--- src/rtl/vga_timing_pattern_v1.sv ---
// vga_timing_pattern_v1: VGA/DVI raster timing generator with a built-in test
// pattern source (colour bars, grid, solid colour, gradient).
// Stage p0 holds the raster counters. Stage p1 is the registered output set,
// which trails the counters by one pixel clock.
// Optional feature: define VGA_PATTERN_SCROLL_EN to make the colour bars
// scroll horizontally by SCROLL_STEP pixels per frame.
module vga_timing_pattern_v1 #(
  parameter int H_SYNC      = 208,
  parameter int H_BP        = 344,
  parameter int H_ACT       = 1920,
  parameter int H_FP        = 136,
  parameter int V_SYNC      = 5,
  parameter int V_BP        = 42,
  parameter int V_ACT       = 1080,
  parameter int V_FP        = 3,
  parameter bit HS_POL      = 1'b0,
  parameter bit VS_POL      = 1'b0,
  parameter int CNT_W       = 12,
  parameter int GRID_LOG2   = 6,
  parameter int SCROLL_STEP = 4
) (
  input  logic             CLK_PIX_i,
  input  logic             RST_i,
  input  logic [1:0]       MODE_i,
  input  logic [23:0]      COLOR_i,
  output logic             HS_o,
  output logic             VS_o,
  output logic             VGA_BLANK,
  output logic             VGA_SYNC,
  output logic             DE_o,
  output logic             FRAME_START_o,
  output logic [CNT_W-1:0] X_POS_o,
  output logic [CNT_W-1:0] Y_POS_o,
  output logic [7:0]       RGB_R_o,
  output logic [7:0]       RGB_G_o,
  output logic [7:0]       RGB_B_o
);

  localparam int H_TOTAL = H_SYNC + H_BP + H_ACT + H_FP;
  localparam int V_TOTAL = V_SYNC + V_BP + V_ACT + V_FP;
  localparam int BAR_W   = H_ACT / 8;

  localparam logic [CNT_W-1:0] H_LAST    = CNT_W'(H_TOTAL - 1);
  localparam logic [CNT_W-1:0] V_LAST    = CNT_W'(V_TOTAL - 1);
  localparam logic [CNT_W-1:0] HS_END    = CNT_W'(H_SYNC);
  localparam logic [CNT_W-1:0] VS_END    = CNT_W'(V_SYNC);
  localparam logic [CNT_W-1:0] HA_START  = CNT_W'(H_SYNC + H_BP);
  localparam logic [CNT_W-1:0] HA_END    = CNT_W'(H_SYNC + H_BP + H_ACT);
  localparam logic [CNT_W-1:0] VA_START  = CNT_W'(V_SYNC + V_BP);
  localparam logic [CNT_W-1:0] VA_END    = CNT_W'(V_SYNC + V_BP + V_ACT);
  localparam logic [CNT_W-1:0] BARS_END  = CNT_W'(8 * BAR_W);
  localparam logic [CNT_W-1:0] GRID_MASK = CNT_W'((1 << GRID_LOG2) - 1);

  // Eight-bar palette: green, blue, black, cyan, red, purple, yellow, white.
  function automatic logic [23:0] bar_color(input logic [2:0] idx);
    logic [23:0] c;
    case (idx)
      3'd0:    c = 24'h00FF00;
      3'd1:    c = 24'h0000FF;
      3'd2:    c = 24'h000000;
      3'd3:    c = 24'h00FFFF;
      3'd4:    c = 24'hFF0000;
      3'd5:    c = 24'hFF00FF;
      3'd6:    c = 24'hFFFF00;
      default: c = 24'hFFFFFF;
    endcase
    return c;
  endfunction

  logic [CNT_W-1:0] x_cnt_p0;
  logic [CNT_W-1:0] y_cnt_p0;
  logic [1:0]       mode_lat;
  logic [23:0]      color_lat;

  logic             frame_last;
  logic             x_act;
  logic             y_act;
  logic             de_c;
  logic [CNT_W-1:0] ax;
  logic [CNT_W-1:0] ay;
  logic [CNT_W-1:0] bar_x;
  logic [2:0]       bar_idx;
  logic             grid_on;
  logic [23:0]      pix;

  // ---- stage p0: raster counters ----

  // Pixel and line counters; line advances when the pixel counter wraps.
  always_ff @(posedge CLK_PIX_i or negedge RST_i) begin
    if (!RST_i) begin
      x_cnt_p0 <= '0;
      y_cnt_p0 <= '0;
    end else if (x_cnt_p0 == H_LAST) begin
      x_cnt_p0 <= '0;
      if (y_cnt_p0 == V_LAST) y_cnt_p0 <= '0;
      else                    y_cnt_p0 <= y_cnt_p0 + 1'b1;
    end else begin
      x_cnt_p0 <= x_cnt_p0 + 1'b1;
    end
  end

  // Pattern controls are sampled only on the final pixel of a frame so a
  // frame is never drawn with mixed settings.
  always_ff @(posedge CLK_PIX_i or negedge RST_i) begin
    if (!RST_i) begin
      mode_lat  <= 2'd0;
      color_lat <= 24'h000000;
    end else if (frame_last) begin
      mode_lat  <= MODE_i;
      color_lat <= COLOR_i;
    end
  end

`ifdef VGA_PATTERN_SCROLL_EN
  localparam logic [CNT_W-1:0] H_ACT_W = CNT_W'(H_ACT);

  logic [CNT_W-1:0] scroll_ofs;
  logic [CNT_W-1:0] ofs_next;
  logic [CNT_W-1:0] bar_sum;

  // Next scroll offset, kept in [0, H_ACT).
  always_comb begin
    ofs_next = scroll_ofs + CNT_W'(SCROLL_STEP);
    if (ofs_next >= H_ACT_W) ofs_next = ofs_next - H_ACT_W;
  end

  // Scroll offset advances once per frame, at the frame boundary.
  always_ff @(posedge CLK_PIX_i or negedge RST_i) begin
    if (!RST_i)          scroll_ofs <= '0;
    else if (frame_last) scroll_ofs <= ofs_next;
  end

  // Bar lookup column: active x shifted by the offset, wrapped at H_ACT.
  always_comb begin
    bar_sum = ax + scroll_ofs;
    bar_x   = bar_sum;
    if (bar_sum >= H_ACT_W) bar_x = bar_sum - H_ACT_W;
  end
`else
  // Static bars: the lookup column is the active x itself.
  always_comb begin
    bar_x = ax;
  end
`endif

  // Region decode, active coordinates and pattern selection for this pixel.
  always_comb begin
    frame_last = (x_cnt_p0 == H_LAST) && (y_cnt_p0 == V_LAST);
    x_act      = (x_cnt_p0 >= HA_START) && (x_cnt_p0 < HA_END);
    y_act      = (y_cnt_p0 >= VA_START) && (y_cnt_p0 < VA_END);
    de_c       = x_act && y_act;
    ax         = de_c ? (x_cnt_p0 - HA_START) : '0;
    ay         = de_c ? (y_cnt_p0 - VA_START) : '0;

    bar_idx = 3'd0;
    for (int i = 1; i < 8; i++) begin
      if (bar_x >= CNT_W'(i * BAR_W)) bar_idx = 3'(i);
    end

    grid_on = ((ax & GRID_MASK) == '0) || ((ay & GRID_MASK) == '0);

    case (mode_lat)
      2'd0:    pix = (bar_x >= BARS_END) ? 24'hFFFFFF : bar_color(bar_idx);
      2'd1:    pix = grid_on ? 24'hFFFFFF : 24'h000000;
      2'd2:    pix = color_lat;
      default: pix = {ax[7:0], ay[7:0], ax[7:0] ^ ay[7:0]};
    endcase

    if (!de_c) pix = 24'h000000;
  end

  // ---- stage p1: registered outputs ----

  // Every output is registered from the same counter state so they stay aligned.
  always_ff @(posedge CLK_PIX_i or negedge RST_i) begin
    if (!RST_i) begin
      HS_o          <= ~HS_POL;
      VS_o          <= ~VS_POL;
      DE_o          <= 1'b0;
      VGA_BLANK     <= 1'b0;
      FRAME_START_o <= 1'b0;
      X_POS_o       <= '0;
      Y_POS_o       <= '0;
      RGB_R_o       <= 8'h00;
      RGB_G_o       <= 8'h00;
      RGB_B_o       <= 8'h00;
    end else begin
      HS_o          <= (x_cnt_p0 < HS_END) ? HS_POL : ~HS_POL;
      VS_o          <= (y_cnt_p0 < VS_END) ? VS_POL : ~VS_POL;
      DE_o          <= de_c;
      VGA_BLANK     <= de_c;
      FRAME_START_o <= (x_cnt_p0 == '0) && (y_cnt_p0 == '0);
      X_POS_o       <= ax;
      Y_POS_o       <= ay;
      RGB_R_o       <= pix[23:16];
      RGB_G_o       <= pix[15:8];
      RGB_B_o       <= pix[7:0];
    end
  end

  // Composite sync is unused on this interface.
  assign VGA_SYNC = 1'b0;

endmodule
--- config.mk ---
export PLATFORM = sky130hd
export DESIGN_NAME = vga_timing_pattern_v1
export DESIGN_NICKNAME = d
export VERILOG_FILES = /design/src/rtl/vga_timing_pattern_v1.sv
export SDC_FILE = /design/constraint.sdc
export NUM_CORES = 1
export LEC_CHECK = 0
export CAP_MARGIN = 20
export CORE_ASPECT_RATIO = 2
export CORE_MARGIN = 8
export CORE_UTILIZATION = 50
export CTS_CLUSTER_SIZE = 28
export DETAILED_ROUTE_END_ITERATION = 6
export GPL_TIMING_DRIVEN = 0
export PLACE_DENSITY = 0.78
export REMOVE_ABC_BUFFERS = 1
export SLEW_MARGIN = 20
export SYNTH_ARGS = -nofsm -noshare
export SYNTH_HDL_FRONTEND = slang
export SYNTH_SLANG_ARGS = --single-unit
--- constraint.sdc ---
create_clock -name CLK_PIX_i -period 4 [get_ports CLK_PIX_i]
set_input_delay 0.6 -clock CLK_PIX_i [delete_from_list [all_inputs] [get_ports CLK_PIX_i]]
set_output_delay 0.6 -clock CLK_PIX_i [all_outputs]
set_load 0.01 [all_outputs]
Word-level counts from Yosys, hierarchy flattened
Cells that the tools add are included.

operators by class
  equal/unequal tests = 10
  bitwise gates (word level) = 1
  $lt $le $gt $ge = 14
  reduce and logical (&&, ||, !) cells = 12
  muxes and demuxes = 18
  $add $sub $neg = 4

operators by type and width
  kind                                                                            count
  24-bit one-hot mux with 7 select lines                                          1
  24-bit 2-to-1 mux                                                               3
  24-bit one-hot mux with 3 select lines                                          1
  12-bit by 11-bit >= comparator with 1-bit output, second input constant         4
  12-bit logical NOT                                                              4
  12-bit 2-to-1 mux                                                               4
  12-bit by 10-bit >= comparator with 1-bit output, second input constant         3
  12-bit by 1-bit adder with 12-bit output, second input constant                 2
  3-bit 2-to-1 mux                                                                6
  12-bit by 11-bit equality test with 1-bit output, second input constant         1
  12-bit equality test, second input constant                                     1
  12-bit by 6-bit >= comparator with 1-bit output, second input constant          1
  12-bit by 8-bit >= comparator with 1-bit output, second input constant          1
  12-bit by 9-bit >= comparator with 1-bit output, second input constant          1
  12-bit by 11-bit less-than comparator with 1-bit output, second input constant  1
  12-bit less-than comparator, second input constant                              1
  12-bit by 3-bit less-than comparator with 1-bit output, second input constant   1
  12-bit by 8-bit less-than comparator with 1-bit output, second input constant   1
  12-bit by 10-bit subtractor with 12-bit output, second input constant           1
  12-bit by 6-bit subtractor with 12-bit output, second input constant            1
  3-bit equality test, second input constant                                      3
  8-bit bitwise XOR                                                               1
  3-bit by 2-bit equality test with 1-bit output, second input constant           2
  1-bit logical AND                                                               5
  7 further kinds                                                                 9

word-level totals
  word-level logic and storage cells = 72
  register bits = 102
  output and inout port bits = 54

Logic depth before layout (Yosys ltp)
  word-level depth = 17
  mapped depth = 12

Worst setup path after synthesis
Ideal clock, no wire load.

  path type = flip-flop to flip-flop
  from = register x_cnt_p0[3]
  to = register RGB_G_o[1]
  library setup time = 142 ps
  required time = 3858 ps
  clock period less this slack = 2814 ps
  arrival = 2671 ps
  slack = 1186 ps
  stages on the path, launching flop included = 12
  cells stage by stage = dfrtp_1 clkbuf_1 inv_1 ha_1 nor2b_1 buf_2 nor2_1 xnor2_1 nand4b_1 o211ai_2 o31ai_1 a31oi_1

between the ends
  word-level cells in the longest chain between the ends = 17
  elaborated cells on any way between the ends = 37
  classes of those cells = add/sub (1); order compare (10); eq/ne (6); mux (14); reduce/logical (6)

RTL lines
  element                                                                                                 line  RTL
  start: declaration                                                                                      70    logic [CNT_W-1:0] x_cnt_p0;
  start signal: assignment                                                                                98    x_cnt_p0 <= x_cnt_p0 + 1'b1;
  12-bit by 10-bit >= comparator with 1-bit output / 12-bit less-than comparator (equally long branches)  149   x_act = (x_cnt_p0 >= HA_START) && (x_cnt_p0 < HA_END);
  1-bit logical AND                                                                                       149
  1-bit logical AND                                                                                       151   de_c = x_act && y_act;
  12-bit 2-to-1 mux                                                                                       152   ax = de_c ? (x_cnt_p0 - HA_START) : '0;
  12-bit by 8-bit >= comparator with 1-bit output                                                         157   if (bar_x >= CNT_W'(i * BAR_W)) bar_idx = 3'(i);
  1-bit 2-to-1 mux                                                                                        157
  3-bit 2-to-1 mux (6 in a row)                                                                           157
  3-bit equality test (tied with other cells)                                                             57    case (idx)
  24-bit one-hot mux with 7 select lines                                                                  57
  24-bit 2-to-1 mux                                                                                       163   2'd0: pix = (bar_x >= BARS_END) ? 24'hFFFFFF : bar_color(bar_idx);
  24-bit one-hot mux with 3 select lines                                                                  162   case (mode_lat)
  24-bit 2-to-1 mux (*)                                                                                   169   if (!de_c) pix = 24'h000000;
  named net pix[9]                                                                                        84    logic [23:0] pix;
  end signal: assignment                                                                                  196   RGB_G_o <= pix[15:8];
  end: declaration                                                                                        35    output logic [7:0] RGB_G_o,

Mark *: on every way through the listed nets, which the timed path passes. The rest lies on a longest branch.
A chain may end at the register's enable or synchronous reset.

Final worst setup path
  from = register x_cnt_p0[7]
  to = register RGB_R_o[6]

between the ends
  word-level cells in the longest chain between the ends = 17
  elaborated cells on any way between the ends = 37
  classes of those cells = add/sub (1); order compare (10); eq/ne (6); mux (14); reduce/logical (6)

RTL lines
  element                                                                                                 line  RTL
  12-bit by 10-bit >= comparator with 1-bit output / 12-bit less-than comparator (equally long branches)  149
  1-bit logical AND                                                                                       149
  1-bit logical AND                                                                                       151
  12-bit 2-to-1 mux                                                                                       152
  12-bit by 8-bit >= comparator with 1-bit output                                                         157
  1-bit 2-to-1 mux                                                                                        157
  3-bit 2-to-1 mux (6 in a row)                                                                           157
  3-bit equality test (tied with other cells)                                                             57
  24-bit one-hot mux with 7 select lines                                                                  57
  24-bit 2-to-1 mux                                                                                       163
  24-bit one-hot mux with 3 select lines                                                                  162
  24-bit 2-to-1 mux (*)                                                                                   169
  named net pix[22]                                                                                       84
  end signal: assignment                                                                                  195   RGB_R_o <= pix[23:16];
  end: declaration                                                                                        34    output logic [7:0] RGB_R_o,

Marked as above.

==> flow_summary.toml <==
[synth]
synth_largest_type_area_fraction_pct = 47.46
number_of_enable_type_register_cells_in_the_synthesized_netlist = 0
synth_sequential_area_ratio_pct = 48.46
ys.flop_type = "sky130_fd_sc_hd__dfrtp_1"
synth_common_cells = "sky130_fd_sc_hd__dfrtp_1 (100), sky130_fd_sc_hd__nor2_1 (53), sky130_fd_sc_hd__o21ai_0 (50), sky130_fd_sc_hd__nand2_1 (29), sky130_fd_sc_hd__mux2_2 (26)"
synth_async_sr_flop_share_pct = 100.0
postSynthCellCount = 521
synth_warnings = 0
syn_area_um2 = 5273
synthDistinctLibCells = 69
post_synth_main_area_contributors = "sky130_fd_sc_hd__dfrtp_1 (47%), sky130_fd_sc_hd__mux2_2 (5.6%), sky130_fd_sc_hd__o21ai_0 (4.7%), sky130_fd_sc_hd__xnor2_1 (4.0%), sky130_fd_sc_hd__nor2_1 (3.8%)"
synthesized_area_per_cell_um2 = 10.12
synthMostInstantiatedCell = "sky130_fd_sc_hd__dfrtp_1"
post-synth-top-area-cell = "sky130_fd_sc_hd__dfrtp_1"
postSynthRegisterBits = 102

[setup_path]
timing.critical_path.arrival_ns = 3.94
r2r_setup_slack_ns = 0.30
crit_type = "flop to flop"
critPathLaunchType = "flop"
crit_end = "RGB_R_o[6]$_DFF_PN0_"
reg2reg_from = "x_cnt_p0[7]$_DFF_PN0_"
critPathLaunch = "x_cnt_p0[7]$_DFF_PN0_"
crit_path_max_fanout = 34
worst_r2r_endpoint = "RGB_R_o[6]$_DFF_PN0_"
required_ns = 4.24
crit_path_max_incr_delay_ns = 0.55
setup.worst_path.end_class = "flop"
number_of_cell_instances_on_the_worst_register_to_register_path = 8
slowest_stage = "sky130_fd_sc_hd__dfrtp_1"
critical_path.cell_chain = "or3_1 -> o21ai_1 -> a311o_1 -> or2_4 -> inv_2 -> o21ai_2 -> a31oi_1 -> a221oi_1"

[clock_tree]
clock_path_buffers = 2
numCtsBuffers = 9
cts.htree.levels = 3
worst_skew_pair.late_latency_ns = 0.35
tritoncts = "yes"
cts.clk_slew.worst_paths_ns = 0.07
cts.root.buffer_cell = "sky130_fd_sc_hd__clkbuf_16"
holdBufCountCts = 0
clkSinkCount = 102

[layout]
finalCoreUtilization_pct = 61.51
area_growth_pct = 21.45
final_cell_area_um2 = 6404
filler_cell_count = 887
insertedDiodeCount = 0
flip_flop_and_latch_area_um2 = 2555
drive_above_1_share_pct = 12.17
area_of_the_multi_input_gates_um2 = 2487
nets = 606

[power]
share_clk_of_total_power_pct = 43.6
power_report.internal_total_mw = 1.596
powerDensity_nw_per_um2 = 318.3
max-vdd-ir-drop_v = 0.0002231
comb_power_share_pct = 4.5
swShare_pct = 21.70
power_leakage_nw = 2.632
sw_pwr_mw = 0.4422
seq_power_share_pct = 51.9

[floorplanning]
rows = 53
floorplan.initialDensity_pct = 50.64
die_h_um = 161.2
floorplan.die.width_um = 88.61
boundaryPins = 82
core_area_um2 = 10410
design.die.area_um2 = 14290

[route]
dr_total_vias = 4246
avgRoutedWirePerCell_um = 19.60
routed_wl_um = 13960
post_route_drc = 0
route.antenna.remaining_nets = 0
drt-pass1-iter-count = 5
drt-initial-drc-count = 229
routed_via_density = 5.963

[sta]
timing.slew.headroom_pct = 26.94
final.setup_skew_ns = 0.008316
grt_setup_unrepaired = "false"
report.final.setup_viol = 0
final.period_utilization_pct = 92.61
timing.fmax_mhz = 269.9
worst_pin_slew_ns = 1.086
finalCriticalPeriod_ns = 3.705
setup_tns_ns = 0
timing_max_transition_violations_final = 0
final-hold-violation-count = 0

[hold_path]
min-delay-path-class = "input port to asynchronous set/reset pin"

[global_routing]
grt.total_usage_pct = 20.24
grt_antenna_before_repair = 0
overflow = 0
grt_max_degree = 55
first_global_vias = 4345
grt_pass1_wl_um = 22310

[placed_design]
gp_congestion = 0.8729
io_buffer_count = 80
place_hpwl_um = 10120
post_dp_cell_area_um2 = 6081

[job]
max-cap-violations = 0

[run_status]
run_status = "finished, final reports clean"
[stage by stage]
| step | cells | total power, mW | worst slack (ns) | hold slack [ns] |
|---|---|---|---|---|
| final | 712 | 2.038 | 0.2954 | 0.1871 |
| after global routing | 712 | 2.108 | 0.1337 | 0.2242 |
| after CTS | 712 | 2.052 | 0.03049 | 0.2087 |
| after detailed placement | 696 | 1.168 | -0.3830 | 0.4880 |
| after global placement | 694 | 1.162 | -1.289 | 0.4838 |
| after floorplan | 477 | 1.104 | 0.7278 | 0.3044 |
[power by group through the flow]
stage          Combinational, mW  Sequential [mW]  Clock (mW)
3_3_place_gp              0.0845             1.08           0
4_1_cts                   0.0920             1.06       0.902
5_1_grt                    0.101             1.06       0.948
2_1_floorplan             0.0319             1.07           0
3_5_place_dp              0.0913             1.08           0
6_report                  0.0910             1.06       0.889
[how the worst min path moves through the flow]
stage | slack (ns) | start | end | cells past startpoint
after global placement | 0.48 | color_lat[19]$_DFFE_PN0P_ | color_lat[19]$_DFFE_PN0P_ | 1
after floorplan | 0.30 | RST_i | DE_o$_DFF_PN0_ | 0
final | 0.19 | RST_i | X_POS_o[3]$_DFF_PN0_ | 1
after global routing | 0.22 | RST_i | X_POS_o[4]$_DFF_PN0_ | 1
after detailed placement | 0.49 | color_lat[5]$_DFFE_PN0P_ | color_lat[5]$_DFFE_PN0P_ | 1
after CTS | 0.21 | RST_i | X_POS_o[3]$_DFF_PN0_ | 1
[sequential cells by signal (all words and copies together), names as in the netlist]
register       count
RGB_R_o            8
color_lat         24
X_POS_o           12
Y_POS_o           12
HS_o               1
FRAME_START_o      1
RGB_B_o            8
mode_lat           2
VS_o               1
DE_o               1
y_cnt_p0          12
x_cnt_p0          12
RGB_G_o            8
[per-layer routing]
metal  wire [um]  part of all wire (%)  global-route usage, %  up-vias
li1            -                     -                      -     1968
met1        5114                    37                  21.50     2104
met2        7825                    56                  36.34      143
met3         569                   4.1                  3.155       31
met4         447                   3.2                  10.71        0
met5           0                     0                      0        -
[cells by family after synthesis]
logic type | share of synthesized area [%]
other | 0.07112
buffers and inverters | 4.793
DFF | 48.46
AOI/OAI and AO/OA | 17.49
adders and majority gates | 1.899
xor gates and xnor gates | 6.146
muxes | 5.553
and+or+nand+nor | 15.59
[area by class of cell]
type | count | share of cell area [%]
flip-flops and latches | 102 | 39.90
multi-input cells | 363 | 38.84
repair buffers | 82 | 13.07
clock buffers | 11 | 3.791
well taps | 137 | 2.677
clock inverters | 5 | 1.016
inverters | 12 | 0.7034
[layout by cell type, fill, tap and decap left out, drive strengths merged, types with 2 or more instances in the layout]
cell           synthesis  routed
dfrtp                100     100
clkdlybuf4s50          0      79
nor2                  53      53
o21ai                 53      53
nand2                 29      29
mux2                  26      26
xnor2                 24      24
a221oi                15      15
nor3                  14      14
xor2                  13      13
a21oi                 13      13
inv                   11      13
clkbuf                25      11
nand3                 10      10
nand4                  9       9
nor3b                  8       8
ha                     8       8
a31oi                  7       7
nor4                   6       6
or3                    6       6
o211ai                 6       6
o31ai                  6       6
nand2b                 5       5
and2                   5       5
and3                   4       4
a211oi                 3       3
o21bai                 3       3
a221o                  3       3
clkinv                 1       3
or2                    3       3
buf                   19       3
dfstp                  2       2
o21a                   2       2
nor2b                  2       2
a32oi                  2       2
and4                   2       2
o31a                   2       2
nand4b                 2       2
a31o                   2       2
[worst max-delay path: cells and delay by family (launching register included)]
kind / cells / cell delay [ns]
simple gates: 2 / 0.95
flops: 1 / 0.55
buf+inv: 1 / 0.26
compound gates: 5 / 1.82
[timing repair]
| action | CTS | global route |
|---|---|---|
| resized for setup | 1 | 3 |
| pin swaps | 0 | 0 |
| buffers inserted | 0 | 0 |
| endpoints found under the setup margin | 16 | 11 |
Note: power is estimated with default switching activity, not from simulation.
